==> src/rtl/execute_pipeline_ctrl.sv <==
// Execute-stage sequencing for the 16-bit core: load-use bubbles, branch/jump
// redirects, multi-cycle MUL occupancy, and saturating stall/flush counters.
//
// state    | meaning
// ---------+-----------------------------------------------------------------
// RUN      | normal issue; redirect, MUL start and load-use are evaluated
// MUL_WAIT | MUL held in EX; r_mul_cnt counts remaining hold cycles

module execute_pipeline_ctrl #(
    parameter int          MUL_LAT = 4,
    parameter logic [4:0]  OP_MUL  = 5'b00010,
    parameter logic [4:0]  OP_LOAD = 5'b10000,
    parameter logic [4:0]  OP_JMP  = 5'b11000,
    parameter logic [4:0]  OP_BEQ  = 5'b11001,
    parameter logic [4:0]  OP_BGT  = 5'b11010,
    parameter logic [4:0]  OP_BLT  = 5'b11011
) (
    input  logic        clk,
    input  logic        reset,
    input  logic        id_valid,
    input  logic [4:0]  id_src1,
    input  logic [4:0]  id_src2,
    input  logic        ex_valid,
    input  logic [4:0]  ex_opcode,
    input  logic [4:0]  ex_dest,
    input  logic        ZF,
    input  logic        GF,
    input  logic        LF,
    input  logic [15:0] ex_target,
    output logic        stall,
    output logic        bubble,
    output logic        flush,
    output logic        ex_hold,
    output logic        pc_sel,
    output logic [15:0] pc_target,
    output logic        mul_busy,
    output logic [15:0] stall_count,
    output logic [15:0] flush_count
);

    typedef enum logic {
        RUN      = 1'b0,
        MUL_WAIT = 1'b1
    } state_t;

    // The RUN start cycle is the first hold cycle, so the wait phase needs MUL_LAT-2 more.
    localparam logic [3:0] MUL_CNT_INIT = 4'(MUL_LAT - 2);

    state_t      r_state;
    state_t      w_next_state;
    logic [3:0]  r_mul_cnt;
    logic [3:0]  w_next_mul_cnt;
    logic [15:0] r_stall_count;
    logic [15:0] r_flush_count;

    logic w_taken;
    logic w_mul_start;
    logic w_load_use;
    logic w_src_match;

    logic w_stall;
    logic w_bubble;
    logic w_flush;
    logic w_ex_hold;
    logic w_pc_sel;

    always_comb begin
        w_taken = 1'b0;
        if (ex_valid) begin
            if (ex_opcode == OP_JMP)
                w_taken = 1'b1;
            else if (ex_opcode == OP_BEQ && ZF)
                w_taken = 1'b1;
            else if (ex_opcode == OP_BGT && GF)
                w_taken = 1'b1;
            else if (ex_opcode == OP_BLT && LF)
                w_taken = 1'b1;
        end
    end

    assign w_mul_start = ex_valid && (ex_opcode == OP_MUL);
    assign w_src_match = (id_src1 == ex_dest) || (id_src2 == ex_dest);
    // $R0 is never written, so a load targeting it cannot create a hazard.
    assign w_load_use  = ex_valid && (ex_opcode == OP_LOAD) && (ex_dest != 5'd0) &&
                         id_valid && w_src_match;

    always_comb begin
        w_next_state   = r_state;
        w_next_mul_cnt = r_mul_cnt;
        w_stall        = 1'b0;
        w_bubble       = 1'b0;
        w_flush        = 1'b0;
        w_ex_hold      = 1'b0;
        w_pc_sel       = 1'b0;

        case (r_state)
            RUN: begin
                if (w_taken) begin
                    w_pc_sel = 1'b1;
                    w_flush  = 1'b1;
                    w_bubble = 1'b1;
                end else if (w_mul_start) begin
                    w_ex_hold      = 1'b1;
                    w_stall        = 1'b1;
                    w_next_state   = MUL_WAIT;
                    w_next_mul_cnt = MUL_CNT_INIT;
                end else if (w_load_use) begin
                    w_stall  = 1'b1;
                    w_bubble = 1'b1;
                end
            end

            MUL_WAIT: begin
                if (r_mul_cnt != 4'd0) begin
                    w_ex_hold      = 1'b1;
                    w_stall        = 1'b1;
                    w_next_mul_cnt = r_mul_cnt - 4'd1;
                end else begin
                    w_next_state = RUN;
                end
            end

            default: begin
                w_next_state   = RUN;
                w_next_mul_cnt = 4'd0;
            end
        endcase
    end

    always_ff @(posedge clk) begin
        if (reset) begin
            r_state       <= RUN;
            r_mul_cnt     <= 4'd0;
            r_stall_count <= 16'd0;
            r_flush_count <= 16'd0;
        end else begin
            r_state   <= w_next_state;
            r_mul_cnt <= w_next_mul_cnt;
            if (w_stall && (r_stall_count != 16'hFFFF))
                r_stall_count <= r_stall_count + 16'd1;
            if (w_pc_sel && (r_flush_count != 16'hFFFF))
                r_flush_count <= r_flush_count + 16'd1;
        end
    end

    // Control outputs are forced low while reset is held, even mid-MUL.
    assign stall       = w_stall   & ~reset;
    assign bubble      = w_bubble  & ~reset;
    assign flush       = w_flush   & ~reset;
    assign ex_hold     = w_ex_hold & ~reset;
    assign pc_sel      = w_pc_sel  & ~reset;
    assign pc_target   = (w_pc_sel && !reset) ? ex_target : 16'h0000;
    assign mul_busy    = (r_state == MUL_WAIT) && !reset;
    assign stall_count = r_stall_count;
    assign flush_count = r_flush_count;

endmodule

==> config.mk <==
export PLATFORM = sky130hd
export DESIGN_NAME = execute_pipeline_ctrl
export DESIGN_NICKNAME = d
export VERILOG_FILES = /design/src/rtl/execute_pipeline_ctrl.sv
export SDC_FILE = /design/constraint.sdc
export NUM_CORES = 1
export LEC_CHECK = 0
export ABC_AREA = 0
export BUFFER_PORTS_ARGS = -buffer_cell sky130_fd_sc_hd__buf_2
export CAP_MARGIN = 25
export CORE_AREA = 5 5 77 79
export CTS_BUF_LIST = sky130_fd_sc_hd__clkbuf_2
export CTS_CLUSTER_SIZE = 12
export DETAILED_ROUTE_END_ITERATION = 12
export DIE_AREA = 0 0 82 84
export GPL_TIMING_DRIVEN = 0
export PLACE_DENSITY = 0.76
export SLEW_MARGIN = 20
export SYNTH_ARGS = -nofsm -noshare
export SYNTH_HDL_FRONTEND = slang
export SYNTH_SLANG_ARGS = --single-unit
==> constraint.sdc <==
create_clock -name clk -period 2.45 [get_ports clk]
set_clock_uncertainty 0.15 [all_clocks]
set_input_delay 0.245 -clock clk [delete_from_list [all_inputs] [get_ports clk]]
set_output_delay 0.245 -clock clk [all_outputs]
set_load 0.02 [all_outputs]
==> metrics.txt <==
detailed-placement wirelength estimate 4600 microns; most common library cells after synthesis dfxtp_1 (37), nor2_1 (30), xnor2_1 (21), and2_1 (18), a21oi_1 (17); DRC Markers 0; origin of the critical flop-to-flop path r_mul_cnt[1]; worst skew pair latency 0.37 ns; Slew Limit Fails 0; Avg Cell Area, Syn 7.94 sq um; Core Area 5270 sq um; reg2reg setup slack 0.10 ns; total track usage 0.173; Die ar. 6890 sq um; Final min period 2.44 ns; row count 27; setup violators final 0; DP Area 2740 sq um; Slew @ Worst Pin 0.567 ns; PortBufs 96; hold_sp reset; CP cell instances buf_6 -> or4b_4 -> or3b_4 -> o311ai_4 -> o2111ai_2 -> buf_6 -> buf_8 -> nor2_4 -> buf_6; Worst EP arrival 2.05 ns; worst setup path class input port to output pin; CP peak stage delay 0.52 ns; Nets 438; initial antenna violation count 0; post-synthesis register bit count 37; FMAX 409 MHz; Yosys Warn Count 0; Max Cap Viol 0; TritonCTS clock tree built; crit path max-delay cell type or4b_4; reg-to-reg endpoint stall_count[8]; Starting Density 0.410; clk buf depth 2; drt first pass iters 5; register area share after synthesis 0.343; layout cells sized above 1 0.417; worst rel slew slack 0.622; largest area contributor in the netlist dfxtp_1; largest net degree at the start of global routing 12; Post-synth EDFFs 0; Synth Instances 272; H-tree levels 2; vias in the first global route 2256; layout overhead on the synthesized area 49.0%; Antenna diodes 0; Critical Path Most Common Cell buf_6; largest cells by area after synthesis dfxtp_1 (34%), xnor2_1 (8.5%), and2_1 (5.2%); NetSw 0.270 mW; CP Buf/Inv Count 4; Via density 5.23; Hold-fix buffers, CTS 0; Vias 2431; worst-path fanout max 3; post-synth top area share 0.343; Crit. path cell count 9; Sequential Power Share 0.605; Int Power 0.730 mW; DR iter-0 viols 91; die width 82 microns; Die H 84 microns; Hold WS 0.124 ns; Logic pwr share 0.128; clock transition at the registers of the reported paths 0.18 ns; CP Capture Point stall; worst min-delay path class input port to register; post-layout instance area 3220 sq um; Final Hold Viols 0; count leader, synth dfxtp_1; total CTS buffers 5; I/O Pins 97; power per cell area 311 nW/um^2; Syn Nets 318; first-pass GRT wire length 9660 microns; cell count after placement 440; root buffer cell clkbuf_2; share of flip-flops with an asynchronous set or reset 0; Worst Setup SP ex_opcode[3]; clock net sink count 37; R2R cell count 10; Setup TNS 0 ns; RSZ-0062 raised after global routing true; total power 1.00 mW; status finished, final reports clean; Finished Layout Cells 465; antenna-violating nets left 0; Pleak 1.33 nW; Synth Flop Type dfxtp_1; DR WL/cell 14.5 microns; CP Launch Type input port; CP Capture Type output pin; Tcrit/Tclk final 0.998; synthesized area 2160 sq um; placer congestion estimate 0.823; Clk network pwr share 0.267; Distinct cells, synth 42; DRT Wirelength 6730 microns; Worst VDD drop 0.234 mV; CP required 2.06 ns; Sw Ratio 0.270; CP top delay family simple AND/OR/NAND/NOR gates; GRT overflow 0
==> final cells by class <==
cell class                      count  area (sq um)
Buffer                             11          78.8
Clock inverter                      3          12.5
Tap cell                           72          90.1
Fill cell                         475          2050
Clock buffer                        5          25.0
Sequential cell                    37           747
Multi-Input combinational cell    210          1470
Timing Repair Buffer              114           748
Inverter                           13          48.8
==> worst register-to-register path: stages (launching register included) <==
cell and delay [ns]:
dfxtp_2 0.39, inv_2 0.06, ha_4 0.17, nand2b_4 0.07, o21ai_4 0.06, buf_4 0.15, o311ai_4 0.07, o2111ai_2 0.19
buf_2 0.22, nor4_1 0.35, mux2_2 0.37
==> worst min-delay path by stage <==
| stage | end | depth (start not counted) |
|---|---|---|
| finish | stall_count[14] | 3 |
| global route | stall_count[8] | 3 |
| CTS | stall_count[14] | 3 |
| floorplan | stall_count[10] | 2 |
| global placement | stall_count[4] | 2 |
| detailed placement | stall_count[4] | 2 |
==> repair_timing <==
action | in CTS | in global routing
setup endpoints to repair | 51 | 35
gates resized for setup | 32 | 55
buffers inserted | 11 | 7
hold endpoints to repair | 0 | 0
pin swaps | 8 | 15
==> cell usage in the layout, fill, tap and decap left out, drive strengths merged, types with 2 or more instances in the layout <==
master / instances
o21ai: 9
clkinv: 3
inv: 13
clkbuf: 10
nor2: 30
nor2b: 3
or2: 5
o31ai: 10
and2: 18
mux2i: 2
nand4: 6
nand2: 13
nand3b: 4
xnor2: 21
or3: 5
o21a: 2
or3b: 4
nor4: 8
mux2: 3
dfxtp: 37
a211oi: 2
nor3: 8
and4: 2
or4: 10
ha: 3
a21oi: 17
nand3: 14
buf: 120
==> cell families (layout without fill, tap and decap cells) <==
family / Yosys count / count (layout) / synth area share
buffers and inverters: 25 / 146 / 0.0469
xor gates and xnor gates: 22 / 22 / 0.0892
muxes: 5 / 5 / 0.0249
DFF: 37 / 37 / 0.343
adders and majority gates: 3 / 3 / 0.0174
and+or+nand+nor: 133 / 133 / 0.342
AOI/OAI and AO/OA: 47 / 47 / 0.136
==> power groups by stage <==
stage	Sequential [mW]	Combinational [mW]	Clock (mW)
after floorplan	0.618	0.0493	0
final	0.605	0.128	0.267
after global placement	0.618	0.101	0
after global routing	0.606	0.139	0.306
after detailed placement	0.618	0.103	0
after CTS	0.605	0.115	0.271
==> metrics by stage <==
step / setup slack, ns / util
after floorplan: -0.0471 / -
after global placement: -0.457 / 0.520
after detailed placement: -0.461 / 0.520
after CTS: 0.00149 / 0.568
after global routing: -0.0861 / 0.610
final: 0.00604 / 0.610
==> flip-flops by register name, summed over array words and instances (netlist names) <==
| register | count |
|---|---|
| flush_count | 16 |
| stall_count | 16 |
| r_mul_cnt | 4 |
| r_state | 1 |
==> layer usage <==
layer,vias to the layer above,GRT usage,routed length (microns)
met5,-,0,0
met4,0,0.0589,48
met1,1137,0.188,2700
met2,74,0.317,3570
li1,1216,-,-
met3,4,0.0400,406
Note: power is estimated with default switching activity, not from simulation.
